**config.mk**
```make
export PLATFORM = sky130hd
export DESIGN_NAME = mem_read_arbiter_flat
export DESIGN_NICKNAME = d
export VERILOG_FILES = /design/src/rtl/mem_read_arbiter_if.sv /design/src/rtl/mem_read_arbiter.sv /design/src/flat_wrapper.sv
export SDC_FILE = /design/constraint.sdc
export NUM_CORES = 1
export LEC_CHECK = 0
export ABC_AREA = 1
export CAP_MARGIN = 30
export CORE_ASPECT_RATIO = 2
export CORE_MARGIN = 2
export CORE_UTILIZATION = 37
export DETAILED_ROUTE_END_ITERATION = 8
export HOLD_SLACK_MARGIN = 0.08
export PLACE_DENSITY = 0.81
export SYNTH_ARGS = -nofsm -noshare
export SYNTH_HDL_FRONTEND = slang
export SYNTH_SLANG_ARGS = --single-unit
```
**constraint.sdc**
```tcl
create_clock -name clk -period 1.62 [get_ports clk]
set_input_delay 0.162 -clock clk [delete_from_list [all_inputs] [get_ports clk]]
set_output_delay 0.162 -clock clk [all_outputs]
set_load 0.02 [all_outputs]
```
**src/rtl/mem_read_arbiter_if.sv**
```systemverilog
// rtl/mem_read_arbiter_if.sv - requester and memory-port signals of the two-port read arbiter
// master: arbiter view; slave: requester/memory view.
interface mem_read_arbiter_if #(
    parameter int ADDR_W = 32,
    parameter int DATA_W = 32
);
    logic              req0;
    logic              req1;
    logic [ADDR_W-1:0] addr0;
    logic [ADDR_W-1:0] addr1;
    logic              gnt0;
    logic              gnt1;
    logic              resp_valid0;
    logic              resp_valid1;
    logic [DATA_W-1:0] rdata0;
    logic [DATA_W-1:0] rdata1;
    logic              err0;
    logic              err1;
    logic              mem_rreq;
    logic [ADDR_W-1:0] mem_raddr;
    logic [DATA_W-1:0] mem_rdata;
    logic              mem_data_valid;
    logic              busy;

    modport master (
        input  req0, req1, addr0, addr1, mem_rdata, mem_data_valid,
        output gnt0, gnt1, resp_valid0, resp_valid1, rdata0, rdata1,
               err0, err1, mem_rreq, mem_raddr, busy
    );

    modport slave (
        output req0, req1, addr0, addr1, mem_rdata, mem_data_valid,
        input  gnt0, gnt1, resp_valid0, resp_valid1, rdata0, rdata1,
               err0, err1, mem_rreq, mem_raddr, busy
    );
endinterface

```
**src/rtl/mem_read_arbiter.sv**
```systemverilog
// rtl/mem_read_arbiter.sv - round-robin arbiter sharing one variable-latency read port between two requesters
// Optional MEM_ARB_TIMEOUT_EN: BUSY timeout giving an error response, then DRAIN of the late read.
module mem_read_arbiter #(
    parameter int ADDR_W         = 32,
    parameter int DATA_W         = 32,
    parameter int TIMEOUT_CYCLES = 64
) (
    input  logic                 clk,
    input  logic                 reset,
    mem_read_arbiter_if.master   bus
);
    typedef enum logic [1:0] {
        S_IDLE,
        S_BUSY,
        S_RESP
`ifdef MEM_ARB_TIMEOUT_EN
        , S_DRAIN
`endif
    } state_t;

    state_t            state_q;
    logic              prio_q;
    logic              owner_q;
    logic [ADDR_W-1:0] addr_q;
    logic [DATA_W-1:0] data_q;
`ifdef MEM_ARB_TIMEOUT_EN
    localparam logic [15:0] TIMEOUT_LAST = 16'(TIMEOUT_CYCLES - 1);
    logic              err_q;
    logic [15:0]       cnt_q;
`endif

    logic idle_ok;
    logic take0;
    logic take1;

    // A lone requester wins outright; prio only breaks ties.
    assign idle_ok = (state_q == S_IDLE) && !reset;
    assign take0   = idle_ok && bus.req0 && (!bus.req1 || !prio_q);
    assign take1   = idle_ok && bus.req1 && (!bus.req0 || prio_q);

    always_ff @(posedge clk) begin
        if (reset) begin
            state_q <= S_IDLE;
            prio_q  <= 1'b0;
            owner_q <= 1'b0;
            addr_q  <= '0;
            data_q  <= '0;
`ifdef MEM_ARB_TIMEOUT_EN
            err_q   <= 1'b0;
            cnt_q   <= '0;
`endif
        end else begin
            case (state_q)
                S_IDLE: begin
                    if (take0 || take1) begin
                        owner_q <= take1;
                        addr_q  <= take1 ? bus.addr1 : bus.addr0;
                        prio_q  <= !take1;
                        state_q <= S_BUSY;
`ifdef MEM_ARB_TIMEOUT_EN
                        cnt_q   <= '0;
`endif
                    end
                end
                S_BUSY: begin
                    if (bus.mem_data_valid) begin
                        data_q  <= bus.mem_rdata;
                        state_q <= S_RESP;
`ifdef MEM_ARB_TIMEOUT_EN
                        err_q   <= 1'b0;
                    end else if (cnt_q == TIMEOUT_LAST) begin
                        data_q  <= '0;
                        err_q   <= 1'b1;
                        state_q <= S_RESP;
                    end else begin
                        cnt_q   <= cnt_q + 16'd1;
`endif
                    end
                end
                S_RESP: begin
`ifdef MEM_ARB_TIMEOUT_EN
                    // The timed-out read is still in flight; wait for it before reusing the port.
                    state_q <= err_q ? S_DRAIN : S_IDLE;
                end
                S_DRAIN: begin
                    if (bus.mem_data_valid) begin
                        state_q <= S_IDLE;
                    end
`else
                    state_q <= S_IDLE;
`endif
                end
                default: state_q <= S_IDLE;
            endcase
        end
    end

    assign bus.gnt0        = take0;
    assign bus.gnt1        = take1;
    assign bus.resp_valid0 = (state_q == S_RESP) && !owner_q;
    assign bus.resp_valid1 = (state_q == S_RESP) && owner_q;
    assign bus.rdata0      = bus.resp_valid0 ? data_q : '0;
    assign bus.rdata1      = bus.resp_valid1 ? data_q : '0;
`ifdef MEM_ARB_TIMEOUT_EN
    assign bus.err0        = bus.resp_valid0 && err_q;
    assign bus.err1        = bus.resp_valid1 && err_q;
`else
    assign bus.err0        = 1'b0;
    assign bus.err1        = 1'b0;
`endif
    assign bus.mem_rreq    = (state_q == S_BUSY);
    assign bus.mem_raddr   = addr_q;
    assign bus.busy        = (state_q != S_IDLE);
endmodule

```
**src/flat_wrapper.sv**
```systemverilog
// flat-port wrapper written by rule: the top's interface ports become plain ports
module mem_read_arbiter_flat 
#(
    parameter int ADDR_W         = 32,
    parameter int DATA_W         = 32,
    parameter int TIMEOUT_CYCLES = 64
)
  (clk, reset, bus_req0, bus_req1, bus_addr0, bus_addr1, bus_mem_rdata, bus_mem_data_valid, bus_gnt0, bus_gnt1, bus_resp_valid0, bus_resp_valid1, bus_rdata0, bus_rdata1, bus_err0, bus_err1, bus_mem_rreq, bus_mem_raddr, bus_busy);
  mem_read_arbiter_if #(.ADDR_W(ADDR_W), .DATA_W(DATA_W)) bus_i ();
  input  logic clk;
  input  logic reset;
  input wire logic [$bits(bus_i.req0)-1:0] bus_req0;
  input wire logic [$bits(bus_i.req1)-1:0] bus_req1;
  input wire logic [$bits(bus_i.addr0)-1:0] bus_addr0;
  input wire logic [$bits(bus_i.addr1)-1:0] bus_addr1;
  input wire logic [$bits(bus_i.mem_rdata)-1:0] bus_mem_rdata;
  input wire logic [$bits(bus_i.mem_data_valid)-1:0] bus_mem_data_valid;
  output wire logic [$bits(bus_i.gnt0)-1:0] bus_gnt0;
  output wire logic [$bits(bus_i.gnt1)-1:0] bus_gnt1;
  output wire logic [$bits(bus_i.resp_valid0)-1:0] bus_resp_valid0;
  output wire logic [$bits(bus_i.resp_valid1)-1:0] bus_resp_valid1;
  output wire logic [$bits(bus_i.rdata0)-1:0] bus_rdata0;
  output wire logic [$bits(bus_i.rdata1)-1:0] bus_rdata1;
  output wire logic [$bits(bus_i.err0)-1:0] bus_err0;
  output wire logic [$bits(bus_i.err1)-1:0] bus_err1;
  output wire logic [$bits(bus_i.mem_rreq)-1:0] bus_mem_rreq;
  output wire logic [$bits(bus_i.mem_raddr)-1:0] bus_mem_raddr;
  output wire logic [$bits(bus_i.busy)-1:0] bus_busy;
  assign bus_i.req0 = bus_req0;
  assign bus_i.req1 = bus_req1;
  assign bus_i.addr0 = bus_addr0;
  assign bus_i.addr1 = bus_addr1;
  assign bus_i.mem_rdata = bus_mem_rdata;
  assign bus_i.mem_data_valid = bus_mem_data_valid;
  assign bus_gnt0 = bus_i.gnt0;
  assign bus_gnt1 = bus_i.gnt1;
  assign bus_resp_valid0 = bus_i.resp_valid0;
  assign bus_resp_valid1 = bus_i.resp_valid1;
  assign bus_rdata0 = bus_i.rdata0;
  assign bus_rdata1 = bus_i.rdata1;
  assign bus_err0 = bus_i.err0;
  assign bus_err1 = bus_i.err1;
  assign bus_mem_rreq = bus_i.mem_rreq;
  assign bus_mem_raddr = bus_i.mem_raddr;
  assign bus_busy = bus_i.busy;
  mem_read_arbiter #(.ADDR_W(ADDR_W), .DATA_W(DATA_W), .TIMEOUT_CYCLES(TIMEOUT_CYCLES)) u_core (.clk(clk), .reset(reset), .bus(bus_i));
endmodule
```
==> results of run 1 <==
## through the flow
| stage | setup TNS [ns] | utilization, % |
|---|---|---|
| detailed placement | -7.99 | 64.3 |
| global route | -1.66 | 70.8 |
| CTS | -0.701 | 64.4 |
| global placement | -5.98 | 64.3 |
| floorplan | 0 | - |
| finish | -0.0141 | 70.8 |
## cells in the mapped netlist, drive strengths merged
cell | n | share of area (%)
a211oi | 1 | 0.38
a21oi | 36 | 5.8
buf | 17 | 3.7
clkbuf | 18 | 2.1
clkinv | 1 | 0.15
conb | 1 | 0.11
dfxtp | 68 | 41
inv | 77 | 8.8
nand2 | 68 | 7.8
nand3 | 11 | 1.8
nor2 | 154 | 18
nor3 | 3 | 0.46
o21ai | 62 | 9.4
o31ai | 1 | 0.23
## worst max-delay path by stage
stage                           start        endpoint  depth (start not counted)
floorplan           u_core.state_q[1]  bus_rdata1[10]                          5
global placement                reset        bus_gnt0                          5
detailed placement              reset        bus_gnt0                          5
CTS                 u_core.state_q[1]  bus_rdata0[11]                          6
global route        u_core.state_q[1]  bus_rdata0[27]                          6
finish              u_core.state_q[1]   bus_rdata1[4]                          6
## what timing repair did
item,CTS,global route
cloned,0,5
endpoints found under the setup margin,70,92
pin swaps,0,2
buffers inserted,0,1
gates resized for setup,290,167
## final cells by class
class                   count  share of cell area, %
multi-input cells         338                   27.3
flip-flops and latches     68                   22.3
clock inverters             4                  0.409
inverters                  78                   4.88
well taps                 100                   2.04
repair buffers            237                   39.0
clock buffers              11                   4.13
## power by group through the flow
stage,sequential [mW],combinational [mW],clock (mW)
2_1_floorplan,1.98,0.416,0
3_3_place_gp,1.89,1.04,0
3_5_place_dp,1.89,1.06,0
4_1_cts,1.86,1.06,1.82
5_1_grt,1.88,1.22,1.88
6_report,1.87,1.12,1.78
## logic make-up after synthesis
| kind of cell | after synthesis | synth area share (%) |
|---|---|---|
| flip-flops | 68 | 41.4 |
| buffers and inverters | 113 | 14.7 |
| other | 1 | 0.114 |
| AND/OR/NAND/NOR | 236 | 27.9 |
| AO/OA/AOI/OAI | 100 | 15.9 |
## routing by layer
layer / global-route usage, % / share of wire (%)
met5: 0 / 0
met4: 9.01 / 2.3
met3: 7.24 / 7.2
met2: 41.1 / 57
met1: 20.7 / 34
## sequential cells by signal, summed over array words and instances (netlist names)
signal                flops
u_core.bus.mem_raddr     32
u_core.data_q            32
u_core.owner_q            1
u_core.prio_q             1
u_core.state_q            2
## worst reg2reg max path, delay by kind of cell, from the launching register on
kind          cells  cell delay (ns)
buf+inv           4             0.55
simple gates      7             0.53
flops             1             0.35
==> out/metrics.csv, run 1 <==
stage,metric,value,unit
worst_hold_path,hold_sp,bus_mem_rdata[30],
cells_and_area,layout cells sized above 1,26.0,%
worst_hold_path,Hold Path Class,in -> reg,
cts,clock root buffer,clkbuf_16,
die,IO Count,205,
cts,H-tree depth,3,
routing,final routed DRC violation total,0,
worst_setup_path,worst r2r dst,u_core.bus.mem_raddr[25],
worst_setup_path,Worst setup SP type,flip-flop,
power,Int Power,3.48,mW
synthesis,share of the yosys chip area belonging to registers,41.4,%
worst_setup_path,CP Max Fanout,16,
worst_setup_path,crit-path leading delay family,buffers and inverters,
place,Placed Cells,815,
cells_and_area,Area growth syn-to-layout,86.2,%
cts,Clock Sinks,68,
die,initial core utilization,38.0,%
routing,Routed Antenna Nets,0,
cells_and_area,"most common cell after layout, fill and taps aside",clkdlybuf4s50_1,
place,gpl congestion,0.809,
routing,DR vias,3955,
worst_setup_path,crit path cell chain,inv_4 > nor3_4 > inv_4 > buf_12 > nor2_2 > buf_6,
timing,unrepaired setup endpoints after global routing,true,
synthesis,Synth cell types,22,
cells_and_area,Nets,833,
worst_hold_path,WHS Path Cells,3,
place,pre-CTS WS,-0.148,ns
timing,fmax,0.612,GHz
worst_setup_path,Worst EP arrival,1.47,ns
synthesis,post-synthesis average cell area,6.35,um2
worst_setup_path,Crit-path slowest cell,dfxtp_2,
timing,Hold WS,0.452,ns
run,MaxCap Viol Count,0,
die,core area,8650,um2
cts,hold_buf cts,0,
power,Comb pwr share,23.5,%
synthesis,"FF+latch count, synth",68,
worst_setup_path,CP endpoint kind,primary output,
power,Total Power,4.76,mW
die,Die Width,70.7,um
place,hpwl dp,8120,um
global_routing,vias in the first global route,3842,
timing,Pins Over Slew Limit,0,
power,Clock power frac,37.3,%
routing,vias per cell,4.73,
global_routing,first-pass GRT wire length,16900,um
power,PD cells,778,nW/um2
timing,Period minus WS final,1.63,ns
place,number of port buffers,202,
cells_and_area,ANT cells,0,
worst_setup_path,r2r setup slk,0.09,ns
power,Pleak,2.69,nW
worst_setup_path,worst reg-to-reg path cell count,11,
status,status,finished with violations,
synthesis,Synth Warn #,0,
worst_setup_path,CP Buf/Inv Count,4,
cts,Clock Latency Late Sink,0.32,ns
cells_and_area,Seq. cell area,1370,um2
timing,final setup fails,3,
worst_setup_path,Critical R2R Launch,u_core.state_q[0],
worst_setup_path,max incr delay on CP,0.35,ns
status,violated checks,negative setup slack,
cts,"Reg clk slew, reported paths",0.06,ns
routing,Initial DRC Count,114,
die,Die ar.,9710,um2
worst_hold_path,Hold Crit Endpoint,u_core.data_q[30],
global_routing,Congestion Overflow GR,0,
power,Seq pwr share,39.2,%
routing,Routed WL,11600,um
cells_and_area,multi-input logic area,1670,um2
routing,routed len/inst,13.9,um
cts,Clock Path Buffers,2,
cells_and_area,most frequent cells in the layout,"clkdlybuf4s50_1, nor2_1, inv_1",
die,die height,137,um
worst_setup_path,cell repeated most along the worst path,inv_4,
worst_setup_path,CP required,1.46,ns
cells_and_area,final instance area,6120,um2
global_routing,largest net degree at the start of global routing,52,
die,row count,48,
global_routing,initial antenna violation count,0,
timing,clk_skew,0.00593,ns
cts,CTS tree,done,
timing,Final Hold Fails,0,
routing,Pre-antenna DRT Iters,4,
power,switching power,1.29,mW
cells_and_area,fill cell count,715,
cts,Inserted Clock Buffers,9,
timing,post-route setup slack,-0.0133,ns
synthesis,Synth Instances,518,
timing,final worst-path cycle share,101,%
power,Switching Fraction,27.0,%
synthesis,mapped cell area,3290,um2
worst_setup_path,critical path class,reg -> out,
global_routing,All-Layer GR Usage,21.6,%
power,Max rail drop VDD,0.568,mV
place,Post-DP Area,5560,um2
cells_and_area,post-route non-filler standard cell count,836,
Power figures use the tool's default switching activity.
==> run 2: changes to the inputs <==
- ABC_CLOCK_PERIOD_IN_PS: not set -> 1620
==> results of run 2 <==
Final layout, timing and power as in run 1 (identical DEF).
==> run 3: changes to the inputs <==
- ABC_CLOCK_PERIOD_IN_PS: 1620 -> 2100
- CORE_MARGIN: 2 -> not set
- CORE_UTILIZATION: 37 -> 40
- PLACE_DENSITY: 0.81 -> 0.86
- clock period: 1.62 -> 2.1 ns (I/O delays scaled with it)
==> run 3 against run 2 <==
  * Setup slack better by 0.15 ns
  * Clock power down 17%
  * Design area down 8.9%
  * Flip-flop and latch count unchanged
  * Via count down 5.4%
  * Largest cell class unchanged
  * Core utilization down 0.61 points
  * Routed wire length down 15%
  * Largest power group is now the clock network
  * The run now ends clean
==> out/metrics.csv, run 3 (same netlist as run 1, synthesis figures left out) <==
stage,metric,value,unit
worst_setup_path,CP required,1.89,ns
cells_and_area,multi-input logic area,1460,um2
global_routing,M2 GR Usage,43.2,%
cts,"Reg clk slew, reported paths",0.05,ns
die,core area,7940,um2
cts,H-tree depth,3,
place,hpwl dp,7370,um
die,Die ar.,8610,um2
power,Max rail drop VDD,0.689,mV
global_routing,met1 Resource Use GR,23.4,%
cells_and_area,fin util,70.2,%
worst_setup_path,Worst setup SP type,flip-flop,
status,status,finished clean,
worst_setup_path,critical path class,reg -> out,
global_routing,Congestion Overflow GR,0,
worst_setup_path,r2r setup slk,0.46,ns
place,Placed Cells,791,
cells_and_area,"most common cell after layout, fill and taps aside",nor2_1,
cts,hold_buf cts,0,
global_routing,GR Util met3,7.17,%
cts,Inserted Clock Buffers,9,
global_routing,vias in the first global route,3448,
timing,Period minus WS final,1.97,ns
die,row count,46,
cts,Clock Path Buffers,2,
worst_setup_path,worst r2r dst,u_core.bus.mem_raddr[11],
routing,Routed Antenna Nets,0,
die,IO Count,205,
cts,Clock Latency Late Sink,0.32,ns
place,number of port buffers,202,
place,gpl congestion,0.728,
cells_and_area,ANT cells,0,
cells_and_area,fill cell count,653,
timing,Hold WS,0.479,ns
global_routing,first-pass GRT wire length,15400,um
routing,Routed WL,9870,um
cells_and_area,Seq. cell area,1360,um2
cells_and_area,Area growth syn-to-layout,69.5,%
routing,Pre-antenna DRT Iters,4,
timing,clk_skew,0.00448,ns
timing,unrepaired setup endpoints after global routing,false,
worst_setup_path,CP Max Fanout,32,
timing,total negative slack,0,ns
timing,Final Hold Fails,0,
cells_and_area,post-route non-filler standard cell count,805,
timing,Least-Margin Pin Slew,0.586,ns
global_routing,Most Crowded Layer GR,met2,
routing,DR vias,3741,
worst_setup_path,CP endpoint kind,primary output,
global_routing,initial antenna violation count,0,
power,Pleak,2.69,nW
cts,postcts setup bufs,0,
worst_hold_path,WHS Path Cells,2,
worst_hold_path,Hold Path Class,reg -> reg,
cells_and_area,most frequent cells in the layout,"nor2_1, clkdlybuf4s50_1, inv_1",
worst_setup_path,Critical R2R Launch,u_core.prio_q,
cells_and_area,Nets,807,
die,die height,130,um
routing,Initial DRC Count,160,
worst_setup_path,worst reg-to-reg path cell count,10,
timing,fmax,0.508,GHz
cts,CTS tree,done,
worst_hold_path,hold_sp,u_core.data_q[6],
cts,Clock Sinks,68,
routing,final routed DRC violation total,0,
timing,final setup fails,0,
die,Die Width,66.1,um
die,initial core utilization,41.4,%
routing,vias per cell,4.65,
cells_and_area,layout cells sized above 1,4.51,%
worst_setup_path,Worst EP arrival,1.76,ns
timing,slew margin rel.,60.9,%
cts,clock root buffer,clkbuf_16,
power,PD cells,659,nW/um2
timing,final worst-path cycle share,93.7,%
global_routing,All-Layer GR Usage,23.4,%
worst_hold_path,Hold Crit Endpoint,u_core.data_q[6],
timing,Pins Over Slew Limit,0,
global_routing,largest net degree at the start of global routing,66,
routing,routed len/inst,12.3,um
run,MaxCap Viol Count,0,
-- run 3: changes by cell type in the layout (fill, tap and decap cells not counted), sizes merged --
cell           previous run  this run
clkdlybuf4s50           132       136
dlymetal6s2s              0         2
clkbuf                   15        12
dlygate4sd2               1        63
clkinv                    3         2
bufinv                    0         1
buf                      98         9
clkdlybuf4s15             2         1
clkinvlp                  2         0
-- run 3: worst max path at each step --
| stage | slack (ns) | endpoint | cells after the start | from |
|---|---|---|---|---|
| after floorplan | 0.22 | bus_rdata1[10] | 5 | u_core.state_q[1] |
| after global placement | 0.18 | bus_rdata1[22] | 6 | u_core.state_q[1] |
| after global routing | 0.008 | bus_rdata0[29] | 6 | u_core.state_q[1] |
| final | 0.13 | bus_rdata0[26] | 6 | u_core.state_q[1] |
| after detailed placement | 0.11 | u_core.bus.mem_raddr[21] | 9 | bus_req0 |
| after CTS | 0.03 | bus_rdata1[23] | 6 | u_core.state_q[1] |
-- run 3: repair_timing --
| action | 4_1_cts | 5_1_grt |
|---|---|---|
| resized for setup | 64 | 4 |
| setup endpoints to repair | 64 | 31 |
| hold endpoints to repair | 0 | 0 |
-- run 3: metrics by stage --
stage | setup WS (ns) | cell area (um2) | power, mW
6_report | 0.133 | 5580 | 3.68
3_5_place_dp | 0.112 | 5350 | 2.23
3_3_place_gp | 0.178 | 5350 | 2.21
4_1_cts | 0.0301 | 5560 | 3.72
5_1_grt | 0.00757 | 5580 | 3.85
2_1_floorplan | 0.220 | 3290 | 1.85
-- run 3: metal layers --
layer	routed length (um)	vias to the layer above	share of wire [%]
li1	-	1938	-
met1	3480	1626	35
met2	5390	163	55
met3	832	14	8.4
met4	159	0	1.6
met5	0	-	0
-- run 3: where the power goes --
part / switching, mW / internal, mW
Combinational: 0.382 / 0.388
Sequential: 0.0428 / 1.39
Clock: 0.503 / 0.967
-- run 3: area by class of cell --
cell class | count | share of cell area [%]
Inverter | 78 | 5.27
Sequential cell | 68 | 24.4
Multi-Input combinational cell | 338 | 26.1
Clock inverter | 2 | 0.628
Tap cell | 96 | 2.15
Clock buffer | 12 | 4.60
Timing Repair Buffer | 211 | 36.8
-- run 3: worst max-delay path: stages, from the launching register on --
cell	delay, ns
dfxtp_1	0.37
inv_2	0.08
nor3_1	0.19
inv_1	0.06
buf_4	0.24
nor2_1	0.13
dlygate4sd2_1	0.35
